==> src/rtl/subtractor_xxbit_serial_seq.sv <==
// Nibble-serial subtractor: o_res = a - b - brw, one 4-bit slice per clock,
// with operand and result valid/ready handshakes around a three-state FSM.
module subtractor_xxbit_serial_seq #(
    parameter int DATA_WIDTH = 8
) (
    input  logic                  i_clk,
    input  logic                  i_rst,
    input  logic                  i_valid,
    output logic                  o_ready,
    input  logic [DATA_WIDTH-1:0] i_num_a,
    input  logic [DATA_WIDTH-1:0] i_num_b,
    input  logic                  i_brw,
    output logic                  o_valid,
    input  logic                  i_ready,
    output logic [DATA_WIDTH-1:0] o_res,
    output logic                  o_brw,
    output logic                  o_ovf
);

    localparam int N   = DATA_WIDTH / 4;
    localparam int CW  = (N > 1) ? $clog2(N) : 1;
    localparam int MSB = DATA_WIDTH - 1;

    typedef enum logic [1:0] {
        IDLE = 2'd0,
        BUSY = 2'd1,
        DONE = 2'd2
    } state_t;

    state_t                state_q, state_d;
    logic [DATA_WIDTH-1:0] a_q, a_d;
    logic [DATA_WIDTH-1:0] b_q, b_d;
    logic [DATA_WIDTH-1:0] res_q, res_d;
    logic                  brw_q, brw_d;
    logic [CW-1:0]         cnt_q, cnt_d;
    logic [DATA_WIDTH-1:0] o_res_q, o_res_d;
    logic                  o_brw_q, o_brw_d;
    logic                  o_ovf_q, o_ovf_d;

    logic [CW+1:0]         idx_s;
    logic                  last_s;
    logic [4:0]            slice_sum_s;

    // A borrow-in of 1 becomes a carry-in of 0 in a + ~b + ~brw.
    assign idx_s       = {cnt_q, 2'b00};
    assign last_s      = (cnt_q == CW'(N - 1));
    assign slice_sum_s = {1'b0, a_q[idx_s +: 4]} + {1'b0, ~b_q[idx_s +: 4]} + {4'b0000, ~brw_q};

    // State register
    always_ff @(posedge i_clk) begin
        if (i_rst) begin
            state_q <= IDLE;
        end else begin
            state_q <= state_d;
        end
    end

    // Next-state logic
    always_comb begin
        state_d = state_q;
        case (state_q)
            IDLE: begin
                if (i_valid) state_d = BUSY;
                else         state_d = IDLE;
            end
            BUSY: begin
                if (last_s) state_d = DONE;
                else        state_d = BUSY;
            end
            DONE: begin
                if (i_ready) state_d = IDLE;
                else         state_d = DONE;
            end
            default: state_d = IDLE;
        endcase
    end

    // Handshake outputs decoded from state
    always_comb begin
        o_ready = (state_q == IDLE);
        o_valid = (state_q == DONE);
    end

    assign o_res = o_res_q;
    assign o_brw = o_brw_q;
    assign o_ovf = o_ovf_q;

    // Datapath next values: operand capture, slice computation, result load
    always_comb begin
        a_d     = a_q;
        b_d     = b_q;
        res_d   = res_q;
        brw_d   = brw_q;
        cnt_d   = cnt_q;
        o_res_d = o_res_q;
        o_brw_d = o_brw_q;
        o_ovf_d = o_ovf_q;
        case (state_q)
            IDLE: begin
                if (i_valid) begin
                    a_d   = i_num_a;
                    b_d   = i_num_b;
                    brw_d = i_brw;
                    res_d = {DATA_WIDTH{1'b0}};
                    cnt_d = {CW{1'b0}};
                end else begin
                    cnt_d = cnt_q;
                end
            end
            BUSY: begin
                res_d[idx_s +: 4] = slice_sum_s[3:0];
                brw_d             = ~slice_sum_s[4];
                cnt_d             = cnt_q + CW'(1);
                if (last_s) begin
                    o_res_d = res_d;
                    o_brw_d = ~slice_sum_s[4];
                    o_ovf_d = (a_q[MSB] != b_q[MSB]) && (res_d[MSB] != a_q[MSB]);
                end else begin
                    o_res_d = o_res_q;
                end
            end
            DONE:    cnt_d = cnt_q;
            default: cnt_d = cnt_q;
        endcase
    end

    // Datapath registers
    always_ff @(posedge i_clk) begin
        if (i_rst) begin
            a_q     <= {DATA_WIDTH{1'b0}};
            b_q     <= {DATA_WIDTH{1'b0}};
            res_q   <= {DATA_WIDTH{1'b0}};
            brw_q   <= 1'b0;
            cnt_q   <= {CW{1'b0}};
            o_res_q <= {DATA_WIDTH{1'b0}};
            o_brw_q <= 1'b0;
            o_ovf_q <= 1'b0;
        end else begin
            a_q     <= a_d;
            b_q     <= b_d;
            res_q   <= res_d;
            brw_q   <= brw_d;
            cnt_q   <= cnt_d;
            o_res_q <= o_res_d;
            o_brw_q <= o_brw_d;
            o_ovf_q <= o_ovf_d;
        end
    end

endmodule

==> config.mk <==
export PLATFORM = sky130hd
export DESIGN_NAME = subtractor_xxbit_serial_seq
export DESIGN_NICKNAME = d
export VERILOG_FILES = /design/src/rtl/subtractor_xxbit_serial_seq.sv
export SDC_FILE = /design/constraint.sdc
export NUM_CORES = 1
export LEC_CHECK = 0
export ABC_AREA = 1
export BUFFER_PORTS_ARGS = -buffer_cell sky130_fd_sc_hd__buf_4
export CAP_MARGIN = 20
export CORE_ASPECT_RATIO = 0.75
export CORE_MARGIN = 2
export CORE_UTILIZATION = 55
export DETAILED_ROUTE_END_ITERATION = 12
export GPL_ROUTABILITY_DRIVEN = 0
export PLACE_DENSITY = 0.8
export RECOVER_POWER = 50
export SYNTH_ARGS = -nofsm -noshare
export SYNTH_HDL_FRONTEND = slang
export SYNTH_SLANG_ARGS = --single-unit
==> constraint.sdc <==
create_clock -name i_clk -period 5.1 [get_ports i_clk]
set_clock_uncertainty 0.1 [all_clocks]
set_input_delay 0.255 -clock i_clk [delete_from_list [all_inputs] [get_ports i_clk]]
set_output_delay 0.255 -clock i_clk [all_outputs]
set_load 0.1 [all_outputs]
==> metrics <==
# setup viols final=0; initial DRC count=62; placed instance area=0.001798 mm^2; Synth Area per Inst=7.337 um^2; Vias/cell=5.168; largest net degree at the start of global routing=24; Power Dens Cells=355.5 mW/mm^2; CTS buffer count=5; worst rel slew slack=0.2126; Max Slew Vio Count=0; CTS clk-pin slew, worst paths=0.07 ns; vias in the first global route=1,316; total power=0.6516 mW; gr ovfl total=0; setup TNS=0 ns; global-route wire length before repair=5651 um; crit path cell chain=inv_2, nand2_1, nand2_1, fa_1, fa_1, o21ai_0, a21oi_1, nand2_1, a31oi_1; wire per inst=12.19 um; clk_lat worst skew=0.29 ns; Layout Area Growth over Synthesis=17.29%; Synth cell types=26; CTS sink cnt=35; Total Wirelength=3400 um; status=completed; Warnings, synthesis=0; Startpoint Class=register; CP required=5.18 ns; sequential area share after synthesis=0.4484; placed cells=271; slew at the pin with the worst max-slew slack=1.186 ns; I/O Buffers=32; via count=1,442; clock root buffer=clkbuf_8; CP peak stage delay=0.62 ns; Post-CTS Resized=0; commonest non-fill, non-tap cells in the layout=nor2_1 (45), nand2_1 (35), dfxtp_1 (35), o21ai_0 (27), buf_4 (21); gr usage total=0.2317; Post-Syn Nets=239; IO Pins=33; Reg2Reg Setup Slack=2.60 ns; Row Count=16; Fillers=254; Non-Filler Instances=279; area of the multi-input gates=732.0 um^2; final hold viol count=0; CP dominant cell by count=nand2_1; fmax=400.2 MHz; DIE HEIGHT=50.17 um; Yosys reg bits=35; initial core utilization=0.5869; commonest non-fill, non-tap cell in the layout=nor2_1; CP max-delay cell=dfxtp_1; unrepaired setup endpoints after global routing=false; First-pass DRT Iterations=4; layout cell share with drive strength beyond 1=0.1523; fin crit share=0.4899; n_diodes=0; WS Path Type=register to register; sequential cell area=700.7 um^2; Critical Path Sink=brw_q; Clock Tree Buf Depth=2; CTS Hold Bufs=0; final hold slack=0.1039 ns; Final Critical Period=2.499 ns; path category of the worst min-delay check=input pin to register; setup ws final=2.601 ns; H-tree depth=2; worst r2r path cells=9; die area=0.003288 mm^2; CTS tree=built; antenna viol nets, final=0; Post-CTS Setup Bufs=0; Syn Std Cell Area=0.001563 mm^2; worst r2r src=cnt_q; CP arrival=2.58 ns; CP endpoint kind=register; Final nets=268; reg2reg end=brw_q; Final Cell Area=0.001833 mm^2; DRC=0; DP HPWL=2449 um; MaxCap Viol Count=0; crit path from=cnt_q; Worst Path Max Fanout=13; Core ar.=0.002663 mm^2; Leak=0.8314 nW; Final Util=0.6884; dpl ws=2.632 ns; synthesized instance count=213; maximum vdd drop=243.2 uV; initial antenna violation count=0; Die X=65.55 um
==> metal layers <==
| layer | part of all wire | wire [um] | global-route usage | vias up |
|---|---|---|---|---|
| li1 | - | - | - | 734 |
| met1 | 0.47 | 1601 | 0.2934 | 653 |
| met2 | 0.45 | 1528 | 0.3656 | 48 |
| met3 | 0.063 | 213 | 0.06951 | 7 |
| met4 | 0.017 | 57 | 0.1042 | 0 |
| met5 | 0 | 0 | 0 | - |
==> state kept, by name (all words and copies together), names as in the netlist <==
signal and count:
b_q 8, o_ovf 1, o_brw 1, o_res 8
cnt_q 1, state_q 2, brw_q 1, res_q 5
a_q 8
==> how the worst min path moves through the flow <==
stage / depth (start not counted) / start / to
floorplan: 2 / i_brw / brw_q
global placement: 2 / o_res[5] / o_res[5]
detailed placement: 2 / o_res[6] / o_res[6]
CTS: 3 / i_num_b[6] / b_q[6]
global route: 3 / i_num_b[1] / b_q[1]
finish: 3 / i_num_b[6] / b_q[6]
==> cell usage after synthesis <==
| cell | instances | area [um^2] |
|---|---|---|
| nor2_1 | 44 | 165.2 |
| dfxtp_1 | 35 | 700.7 |
| nand2_1 | 34 | 127.6 |
| o21ai_0 | 27 | 135.1 |
| inv_1 | 17 | 63.81 |
| a21oi_1 | 12 | 60.06 |
| nand3_1 | 8 | 40.04 |
| buf_2 | 3 | 15.01 |
| clkbuf_1 | 3 | 11.26 |
| ha_1 | 3 | 37.54 |
| inv_2 | 3 | 11.26 |
| nor2_2 | 3 | 18.77 |
| or2_2 | 3 | 18.77 |
| buf_4 | 2 | 15.01 |
| fa_1 | 2 | 40.04 |
| mux2i_1 | 2 | 20.02 |
| nand2_2 | 2 | 12.51 |
| o21a_1 | 2 | 15.01 |
| a211oi_1 | 1 | 7.510 |
| a21oi_2 | 1 | 8.760 |
| a31oi_1 | 1 | 6.260 |
| buf_1 | 1 | 3.750 |
| clkbuf_2 | 1 | 5.000 |
| or2_1 | 1 | 6.260 |
| or2_4 | 1 | 8.760 |
| xnor2_1 | 1 | 8.760 |
==> worst max-delay path, delay by kind of cell (launching register included) <==
kind / cells / cell delay (ns)
AOI/OAI and AO/OA: 3 / 0.39
adders and majority gates: 2 / 0.87
buffers and inverters: 1 / 0.16
DFF: 1 / 0.62
and+or+nand+nor: 3 / 0.25
==> kinds of logic (layout without fill, tap and decap cells) <==
logic type      count (synthesis)  count (layout)  synth area share
compound gates                 44              44            0.1489
xor+xnor                        1               1          0.005606
fa+ha+maj                       5               5           0.04964
buf+inv                        30              60           0.08005
flops                          35              35            0.4484
mux                             2               2           0.01281
simple gates                   96              96            0.2546
==> layout make-up <==
type / count / area share
sequential: 35 / 0.3823
clock buffer: 7 / 0.04164
inverter: 20 / 0.04096
tap: 36 / 0.02457
clock inverter: 1 / 0.002730
timing repair buffer: 32 / 0.1085
multi-input combinational: 148 / 0.3993
==> report_power, final <==
part | switching (mW) | internal [mW]
registers | 0.0132 | 0.293
clock network | 0.0986 | 0.0957
logic | 0.0990 | 0.0516
total | 0.211 | 0.441
Power figures use the tool's default switching activity.
